## src/rtl/mux_arbiter.sv

```systemverilog
// Round-robin arbiter driving a registered 4:1 mux select with a per-grant
// hold limit; y is the selected input, gated to zero while no grant is active.
module mux_arbiter #(
  parameter int WIDTH    = 1,
  parameter int MAX_HOLD = 8
) (
  input  logic             clock,
  input  logic             n_reset,
  input  logic [3:0]       req,
  input  logic [WIDTH-1:0] a,
  input  logic [WIDTH-1:0] b,
  input  logic [WIDTH-1:0] c,
  input  logic [WIDTH-1:0] d,
  output logic [3:0]       gnt,
  output logic             s1,
  output logic             s0,
  output logic [WIDTH-1:0] y,
  output logic             valid
);

  typedef enum logic {IDLE, GRANT} state_t;

  localparam logic [7:0] HOLD_LAST = 8'(MAX_HOLD - 1);

  state_t     state_q, state_d;
  logic [1:0] owner_q, owner_d;
  logic [1:0] ptr_q,   ptr_d;
  logic [7:0] hold_q,  hold_d;

  logic       found;
  logic [1:0] winner;
  logic [1:0] cand;
  logic       release_grant;

  always_ff @(posedge clock or negedge n_reset) begin
    if (!n_reset) begin
      state_q <= IDLE;
      owner_q <= '0;
      ptr_q   <= '1;
      hold_q  <= '0;
    end else begin
      state_q <= state_d;
      owner_q <= owner_d;
      ptr_q   <= ptr_d;
      hold_q  <= hold_d;
    end
  end

  // ptr always equals owner while granted, so one search from ptr+1 serves
  // both the idle search and the release search from owner+1; a lone
  // requesting owner is reached last, which yields the timeout re-grant.
  always_comb begin
    found  = 1'b0;
    winner = '0;
    cand   = '0;
    for (int unsigned i = 1; i <= 4; i++) begin
      cand = ptr_q + 2'(i);
      if (!found && req[cand]) begin
        found  = 1'b1;
        winner = cand;
      end
    end
  end

  assign release_grant = !req[owner_q] || (hold_q == HOLD_LAST);

  always_comb begin
    state_d = state_q;
    owner_d = owner_q;
    ptr_d   = ptr_q;
    hold_d  = hold_q;
    unique case (state_q)
      IDLE: begin
        if (found) begin
          state_d = GRANT;
          owner_d = winner;
          ptr_d   = winner;
          hold_d  = '0;
        end
      end
      GRANT: begin
        if (release_grant) begin
          hold_d = '0;
          if (found) begin
            owner_d = winner;
            ptr_d   = winner;
          end else begin
            state_d = IDLE;
          end
        end else if (hold_q != HOLD_LAST) begin
          hold_d = hold_q + 8'd1;
        end
      end
      default: state_d = IDLE;
    endcase
  end

  always_comb begin
    gnt   = '0;
    valid = 1'b0;
    y     = '0;
    s1    = owner_q[1];
    s0    = owner_q[0];
    if (state_q == GRANT) begin
      gnt   = 4'b0001 << owner_q;
      valid = 1'b1;
      unique case (owner_q)
        2'd0: y = a;
        2'd1: y = b;
        2'd2: y = c;
        default: y = d;
      endcase
    end
  end

endmodule

```

## config.mk

```make
export PLATFORM = sky130hd
export DESIGN_NAME = mux_arbiter
export DESIGN_NICKNAME = d
export VERILOG_FILES = /design/src/rtl/mux_arbiter.sv
export SDC_FILE = /design/constraint.sdc
export NUM_CORES = 1
export LEC_CHECK = 0
export ABC_AREA = 1
export BUFFER_PORTS_ARGS = -buffer_cell sky130_fd_sc_hd__buf_2
export CORE_ASPECT_RATIO = 0.6
export CORE_UTILIZATION = 40
export DETAILED_ROUTE_END_ITERATION = 12
export PLACE_DENSITY_LB_ADDON = 0.05
export REMOVE_ABC_BUFFERS = 1
export SYNTH_ARGS = -nofsm -noshare
export SYNTH_HDL_FRONTEND = slang
export SYNTH_SLANG_ARGS = --single-unit
```

## constraint.sdc

```tcl
create_clock -name clock -period 2.24 [get_ports clock]
set_clock_uncertainty 0.05 [all_clocks]
set_input_delay 0.448 -clock clock [delete_from_list [all_inputs] [get_ports clock]]
set_output_delay 0.448 -clock clock [all_outputs]
set_load 0.01 [all_outputs]
```

==> impl_metrics.tcl, run 1 <==
set metrics [dict create \
    rows 13 \
    grt_pass1_wl_mm 3.41 \
    synth.avg_cell_area_um2 6.61 \
    first_global_vias 675 \
    drive_above_1_share 0.199 \
    r2r_cells 11 \
    crit_arrival_ps 1360 \
    io_pins 18 \
    wirelength_mm 2.32 \
    yosys_warnings 0 \
    core_um2 2260 \
    p_per_area_nw_per_um2 1330 \
    max_stage_delay_ps 460 \
    cp_cell_sequence "inv_1, nor2_1, nand2_1, nand3_1, o211ai_1, inv_1, buf_2" \
    maxSlewHeadroom 0.778 \
    synth_seq_cells 13 \
    stdcell_count 201 \
    cts_max_path_buffers 2 \
    hold_class "in2async" \
    ir_drop_v 0.000642 \
    cts_max_level 1 \
    setup_violations 0 \
    timing.hold.ws_ps 32.3 \
    cts_tree "done" \
    cts.clk_slew.worst_paths_ps 50 \
    numPortBuffers 17 \
    gp_congestion 0.854 \
    period_minus_slack_ps 1860 \
    r2r-start "ptr_q[0]$_DFFE_PN1P_" \
    cts_root_buffer "clkbuf_8" \
    antenna_found_initial 0 \
    postCtsSetupBuffers 0 \
    clk_latency_ps 240 \
    die-area_um2 2720 \
    path_class "reg2out" \
    tightest_slew_ps 333 \
    place_area_um2 1110 \
    postRouteAntennaNets 0 \
    layout_commonest_cell "nand2_1" \
    start_util 0.444 \
    synth_cell_types 28 \
    worstPathMaxFanout 7 \
    dr.pass1.iters 4 \
    grt_overflow 0 \
    synth_edf_count 0 \
    crit_start "owner_q[0]$_DFFE_PN0P_" \
    grt_use_total 0.182 \
    async_flop_share 1.00 \
    yosys-top-cells-area "dfrtp_1 (27%), nand2_1 (21%), inv_1 (6.4%), nand3_1 (5.5%), dfstp_2 (5.2%)" \
    cp.required_ps 1740 \
    die_h_um 40.8 \
    drt_iter0_drc 70 \
    drcViolationCount 0 \
    nFillCells 225 \
    synth_area_um2 1000 \
    wl_per_cell_um 11.6 \
    syn-instance-count 152 \
    grt_max_degree 14 \
    crit_path_start_kind "flop" \
    p_leak_nw 0.629 \
    dp_hpwl_mm 1.87 \
    dp.cells 197 \
    synthFlopType "dfrtp_1" \
    via_per_inst 4.84 \
    yosysSeqAreaShare 0.326 \
    ctsResizeCount 0 \
    finalNetCount 183 \
    dr_total_vias 972 \
    rsz0062_at_grt "no" \
    holdBufCountCts 0 \
    yosysTopAreaCellShare 0.274 \
    outcome "finished clean" \
    seq_area_um2 328 \
    layout_common_cells "nand2_1 (57), inv_1 (17), buf_2 (17)" \
    maxCapViolations 0 \
    synth_top_area_cell "dfrtp_1" \
    multiInputGateArea_um2 587 \
    clock_sinks 13 \
    hold_viol 0 \
    design_area_um2 1160 \
    path_common_cell "inv_1" \
    period_share 0.829 \
    fmax_mhz 538 \
    cts_buffers 3 \
    fin_tns_setup_ps 0 \
    area_growth_pct 15.1 \
    drv_slew 0 \
    cp-end-kind "output pin" \
    n_antenna_cell 0 \
    slowest_stage "dfrtp_1" \
    die_x_um 66.7 \
]
metrics by stage:
step	util	power, mW	worst slack, ps
5_1_grt	0.511	1.69	251
3_5_place_dp	0.491	1.34	441
6_report	0.511	1.54	383
2_1_floorplan	-	1.10	675
4_1_cts	0.511	1.55	366
3_3_place_gp	0.491	1.32	461
synthesized netlist by cell type, types with 2 or more instances:
master	count
dfrtp_1	11
nor2_1	12
a21oi_1	2
nand4_1	4
dfstp_2	2
nand2_1	57
xnor2_1	2
inv_1	17
nand3_1	11
nand2_2	7
o21ai_1	5
nor3_1	5
xor2_1	2
worst max-delay path: cells and delay by family, from the launching register on:
kind            cells  cell delay (ps)
flops               1              460
compound gates      1               80
simple gates        3              290
buf+inv             3              290
area by class of cell:
cell class	instances	share of cell area
tap	30	0.0325
timing repair buffer	17	0.0736
multi-input combinational	118	0.508
clock buffer	4	0.0390
inverter	19	0.0639
sequential	13	0.284
sequential cells by signal, summed over array words and instances (netlist names):
| register | count |
|---|---|
| hold_q | 8 |
| owner_q | 2 |
| ptr_q | 2 |
| state_q | 1 |
where the power goes:
group / switching, mW / internal [mW] / total [mW] / leakage (nW)
Sequential: 0.120 / 0.315 / 0.435 / 0.165
Clock: 0.0830 / 0.126 / 0.209 / 0.0228
Combinational: 0.587 / 0.313 / 0.900 / 0.442
final timing paths:
path | slack [ps] | endpoint
worst max register to register | 430 | owner_q[1]$_DFFE_PN0P_
max in group asynchronous | 1830 | ptr_q[1]$_DFFE_PN1P_
worst min register to register | 460 | hold_q[1]$_DFFE_PN0P_
worst max-delay path | 380 | y
worst min-delay path | 30 | hold_q[3]$_DFFE_PN0P_
min in group clock | 460 | hold_q[1]$_DFFE_PN0P_
cell families after synthesis:
kind of cell,count (synthesis),synth area share
AND/OR/NAND/NOR,102,0.474
XOR/XNOR,4,0.0349
AO/OA/AOI/OAI,11,0.0623
adder cells (fa/ha/maj),1,0.0125
flip-flops,13,0.326
buffers and inverters,21,0.0897
metal layers:
| layer | vias up | track usage | routed length, um |
|---|---|---|---|
| met5 | - | 0 | 0 |
| met4 | 0 | 0.0319 | 0 |
| met3 | 0 | 0.0500 | 245 |
| met2 | 40 | 0.202 | 753 |
| met1 | 409 | 0.311 | 1320 |
| li1 | 523 | - | - |
(Power assumes the default switching activity.)
==> run 2: changes to the inputs <==
==> constraint.sdc (replaced) <==
create_clock -name clock -period 1.7 [get_ports clock]
set_clock_uncertainty 0.05 [all_clocks]
set_input_delay 0.34 -clock clock [delete_from_list [all_inputs] [get_ports clock]]
set_output_delay 0.34 -clock clock [all_outputs]
set_load 0.01 [all_outputs]
==> run 2 against run 1 <==
Effect of this change: non-clock buffer count grew 7; worst hold slack gained 410 ps; via count grew 3.7%; cell area grew 8.3%; largest cell class unchanged; critical endpoint is now hold_q[2]$_DFFE_PN0P_; first-iteration DRC count shrank 2.9%; clock-buffer cell count is the same; clock power grew 31%; core utilization grew 4.3 points; sequential cell count is the same; routed wire length grew 7.6%; worst setup slack lost 360 ps; combinational power grew 60%.
==> impl_metrics.tcl, run 2 (synthesis results as in run 1) <==
set metrics [dict create \
    p_switching_mw 1.15 \
    p_leak_nw 0.666 \
    hold_start "ptr_q[1]$_DFFE_PN1P_" \
    drive_above_1_share 0.298 \
    grt_use_total 0.193 \
    hold_class "reg2reg" \
    p_comb_frac 0.636 \
    place_area_um2 1140 \
    hold_viol 0 \
    worstReg2RegEnd "hold_q[2]$_DFFE_PN0P_" \
    cts.clk_slew.worst_paths_ps 60 \
    cts_max_path_buffers 2 \
    wirelength_mm 2.50 \
    rows 13 \
    first_global_vias 763 \
    drv_slew 0 \
    dr.pass1.iters 4 \
    tightest_slew_ps 289 \
    maxCapViolations 0 \
    power_frac_seq 0.245 \
    layout_commonest_cell "nand2_1" \
    die-area_um2 2720 \
    finalNetCount 190 \
    clk_latency_ps 240 \
    swShare 0.505 \
    io_pins 18 \
    crit_path_start_kind "flop" \
    n_antenna_cell 0 \
    cts_tree "done" \
    pre_cts_ws_ps -25.7 \
    period_minus_slack_ps 1680 \
    holdPathEnd "ptr_q[1]$_DFFE_PN1P_" \
    grt_max_degree 14 \
    fin_tns_setup_ps 0 \
    r2r-start "ptr_q[0]$_DFFE_PN1P_" \
    nFillCells 224 \
    drt_iter0_drc 68 \
    largest_reg_flops 8 \
    fmax_mhz 596 \
    grt_overflow 0 \
    die_x_um 66.7 \
    gp_congestion 0.819 \
    cts_max_level 1 \
    timing.hold.ws_ps 445 \
    p_int_mw 1.13 \
    clock_sinks 13 \
    cp.required_ps 1810 \
    rsz0062_at_grt "yes" \
    largest_register "hold_q" \
    crit_arrival_ps 1790 \
    maxSlewHeadroom 0.807 \
    period_share 0.986 \
    dp_hpwl_mm 1.98 \
    postRouteAntennaNets 0 \
    setup_violations 0 \
    antenna_found_initial 0 \
    r2r_cells 10 \
    p_per_area_nw_per_um2 1820 \
    cts_root_buffer "clkbuf_8" \
    core_um2 2260 \
    area_growth_pct 24.7 \
    layout_common_cells "nand2_1 (51), buf_2 (17), inv_1 (16)" \
    cp-end-kind "flop" \
    pwr-share-clk 0.120 \
    dr_total_vias 1008 \
    stdcell_count 208 \
    final.setup.worst_slack_ps 23.2 \
    r2r_setup_slack_ps 20 \
    design_area_um2 1250 \
    min_path_cells 2 \
    via_per_inst 4.85 \
    grt_pass1_wl_mm 3.61 \
    start_util 0.444 \
    ir_drop_v 0.000930 \
    outcome "finished clean" \
    die_h_um 40.8 \
    numPortBuffers 17 \
    drcViolationCount 0 \
    dp.cells 201 \
    wl_per_cell_um 12.0 \
    largest_registers "hold_q: 8 flops, owner_q: 2 flops, ptr_q: 2 flops" \
    path_class "reg2reg" \
    worstPathMaxFanout 8 \
    cts_buffers 3 \
]
[run 2: cell types whose count changed in the layout (fill, tap and decap cells not counted), sizes merged]
| cell | delta |
|---|---|
| dlygate4sd3 | +1 |
| buf | +6 |
[run 2: area by class of cell]
| type | instances | area, um^2 | area share |
|---|---|---|---|
| Sequential cell | 13 | 330 | 0.264 |
| Clock buffer | 4 | 45.0 | 0.0360 |
| Timing Repair Buffer | 24 | 140 | 0.112 |
| Multi-Input combinational cell | 118 | 626 | 0.500 |
| Inverter | 19 | 73.8 | 0.0589 |
| Tap cell | 30 | 37.5 | 0.0300 |
[run 2: how the worst max path moves through the flow]
stage | start | to | slack [ps] | cells past startpoint
after floorplan | ptr_q[0]$_DFFE_PN1P_ | owner_q[1]$_DFFE_PN0P_ | 130 | 11
after global placement | ptr_q[0]$_DFFE_PN1P_ | owner_q[1]$_DFFE_PN0P_ | 30 | 11
after detailed placement | ptr_q[0]$_DFFE_PN1P_ | owner_q[1]$_DFFE_PN0P_ | -30 | 11
after CTS | ptr_q[0]$_DFFE_PN1P_ | owner_q[1]$_DFFE_PN0P_ | 2 | 11
after global routing | ptr_q[0]$_DFFE_PN1P_ | hold_q[2]$_DFFE_PN0P_ | -50 | 10
final | ptr_q[0]$_DFFE_PN1P_ | hold_q[2]$_DFFE_PN0P_ | 20 | 10
[run 2: metal layers]
metal  track usage  part of all wire  up-vias  routed length (um)
met5             0                 0        -                   0
met4        0.0319                 0        0                   0
met3        0.0583             0.071        0                 178
met2         0.235              0.36       33                 909
met1         0.315              0.57      440                1410
li1              -                 -      535                   -
[run 2: worst max-delay path, stage by stage (launching register included)]
cell and delay, ps:
dfstp_2 590, inv_4 80, nand2_1 80, nand2_2 80, nand2_2 90, nand2_4 70, nor2_4 110, nand3_4 130
nor2_8 170, nand2_1 60, o21ai_1 80
[run 2: power by group through the flow]
stage	Sequential, mW	Clock, mW	Combinational (mW)
2_1_floorplan	0.547	0	0.897
3_3_place_gp	0.539	0	1.29
3_5_place_dp	0.544	0	1.30
4_1_cts	0.546	0.281	1.35
5_1_grt	0.568	0.301	1.59
6_report	0.556	0.273	1.44
[run 2: timing repair]
item                                    in CTS  in global routing
endpoints found under the setup margin       4                 12
buffers inserted                             1                  1
resized for setup                            6                 10
endpoints found under the hold margin       11                  0
hold buffers                                 1                  0
pin swaps                                    3                  5
[run 2: stage by stage]
stage / power (mW) / util
floorplan: 1.44 / -
global placement: 1.82 / 0.505
detailed placement: 1.85 / 0.505
CTS: 2.18 / 0.538
global route: 2.46 / 0.554
finish: 2.27 / 0.554
==> run 3: changes to the inputs <==
--- a/config.mk
+++ b/config.mk
@@ -7,11 +7,9 @@
 export LEC_CHECK = 0
 export ABC_AREA = 1
 export BUFFER_PORTS_ARGS = -buffer_cell sky130_fd_sc_hd__buf_2
-export CORE_ASPECT_RATIO = 0.6
-export CORE_UTILIZATION = 40
+export CORE_UTILIZATION = 49
 export DETAILED_ROUTE_END_ITERATION = 12
 export PLACE_DENSITY_LB_ADDON = 0.05
-export REMOVE_ABC_BUFFERS = 1
 export SYNTH_ARGS = -nofsm -noshare
 export SYNTH_HDL_FRONTEND = slang
 export SYNTH_SLANG_ARGS = --single-unit
==> run 3 against run 2 <==
Effect of this change: the flow now finishes with violations (negative setup slack); register-to-register slack about the same; sequential power increased by 2%; die area decreased by 18%; critical endpoint is now y; critical path type is now reg2out; global-route usage increased by 3.7 points; highest routed layer is now met4; core utilization increased by 9.1 points; worst setup slack got worse by 27 ps.
==> impl_metrics.tcl, run 3 (synthesis results as in run 1) <==
set metrics [dict create \
    outcome "finished with violations" \
    violations "negative setup slack" \
    cp-end-kind "output pin" \
    fmax_mhz 587 \
    worstPathMaxFanout 7 \
    hold_class "in2async" \
    largest_registers "hold_q: 8 flops, owner_q: 2 flops, ptr_q: 2 flops" \
    cts.clk_slew.worst_paths_ps 90 \
    core_um2 1940 \
    grt_max_degree 14 \
    cts_root_buffer "clkbuf_4" \
    path_class "reg2out" \
    place_area_um2 1130 \
    cp.required_ps 1310 \
    crit_arrival_ps 1310 \
    drive_above_1_share 0.315 \
    die_h_um 47.3 \
    dp_hpwl_mm 1.77 \
    grt_use_total 0.230 \
    n_antenna_cell 0 \
    drcViolationCount 0 \
    wl_per_cell_um 11.5 \
    maxCapViolations 0 \
    gp_congestion 0.803 \
    numPortBuffers 17 \
    wirelength_mm 2.40 \
    period_minus_slack_ps 1700 \
    cts_tree "done" \
    rsz0062_at_grt "yes" \
    p_leak_nw 0.671 \
    maxSlewHeadroom 0.803 \
    grt_pass1_wl_mm 3.62 \
    grt_overflow 0 \
    crit_path_start_kind "flop" \
    rows 16 \
    cts_buffers 3 \
    die-area_um2 2240 \
    design_area_um2 1250 \
    clk_latency_ps 290 \
    drv_slew 0 \
    setup_violations 1 \
    cts_max_path_buffers 2 \
    largest_register "hold_q" \
    first_global_vias 910 \
    finalNetCount 193 \
    p_per_area_nw_per_um2 1770 \
    final.setup.worst_slack_ps -3.91 \
    antenna_found_initial 0 \
    area_growth_pct 24.7 \
    start_util 0.517 \
    layout_commonest_cell "nand2_1" \
    drt_iter0_drc 20 \
    r2r_cells 10 \
    cts_max_level 1 \
    cp_cell_sequence "inv_2, nor2_4, nand2_1, nand3_1, o211ai_1, inv_1, buf_2" \
    syn_nets 163 \
    tightest_slew_ps 295 \
    layout_common_cells "nand2_1 (52), buf_2 (17), inv_1 (14)" \
    via_per_inst 5.15 \
    hold_viol 0 \
    period_share 1.00 \
    clock_sinks 13 \
    postRouteAntennaNets 0 \
    max_stage_delay_ps 470 \
    dr.pass1.iters 4 \
    die_x_um 47.3 \
    dr_total_vias 1071 \
    ir_drop_v 0.00100 \
    slowest_stage "dfrtp_2" \
    io_pins 18 \
    largest_reg_flops 8 \
    finalPower_mw 2.22 \
]
run 3: cell count changes in the layout (fill, tap and decap cells not counted), sizes merged:
cell,previous run,this run
buf,23,26
clkbuf,4,3
clkinv,0,1
run 3: where the power goes:
part	switching, mW	internal (mW)	total [mW]	leakage (nW)
logic	0.870	0.583	1.45	0.491
clock network	0.111	0.0875	0.198	0.0177
registers	0.150	0.419	0.569	0.163
run 3: repair_timing:
item	CTS	global route
hold endpoints to repair	11	0
buffers inserted	2	4
cloned	0	0
setup endpoints to repair	2	13
pin swaps	0	4
resized for setup	6	11
hold buffers	1	0
run 3: cell type report:
cell class	count	area (um^2)
Multi-Input combinational cell	118	624
Timing Repair Buffer	27	163
Inverter	19	73.8
Fill cell	195	689
Clock inverter	1	5.00
Tap cell	27	33.8
Sequential cell	13	330
Clock buffer	3	22.5
run 3: critical path, delay by kind of cell (launching register included):
family                 cells  cell delay, ps
AOI/OAI and AO/OA          1              80
buffers and inverters      3             260
DFF                        1             470
and+or+nand+nor            3             210
run 3: metal layers:
metal  global-route usage  vias to the layer above  wire length [um]
li1                     -                      538                 -
met1                0.238                      508              1050
met2                0.455                       21              1270
met3               0.0308                        4                46
met4               0.0914                        0                38
met5                    0                        -                 0
run 3: final timing paths:
| check | start | endpoint | slack (ps) |
|---|---|---|---|
| min | n_reset | hold_q[7]$_DFFE_PN0P_ | 420 |
| max reg2reg | ptr_q[0]$_DFFE_PN1P_ | hold_q[0]$_DFFE_PN0P_ | 30 |
| min reg2reg | hold_q[1]$_DFFE_PN0P_ | hold_q[1]$_DFFE_PN0P_ | 470 |
| max | owner_q[0]$_DFFE_PN0P_ | y | -4 |
| min in group clock | hold_q[1]$_DFFE_PN0P_ | hold_q[1]$_DFFE_PN0P_ | 470 |
| max in group asynchronous | n_reset | ptr_q[1]$_DFFE_PN1P_ | 900 |
run 3: metrics by stage:
step            util  TNS (ps)  hold slack, ps  cells  setup slack, ps
5_1_grt        0.645      -815             469    208            -95.4
3_5_place_dp   0.582         0             193    197             27.7
2_1_floorplan      -         0           -5.59    152              130
6_report       0.645     -3.91             422    208            -3.91
4_1_cts        0.615         0             408    204             4.61
3_3_place_gp   0.582         0             193    197             88.3
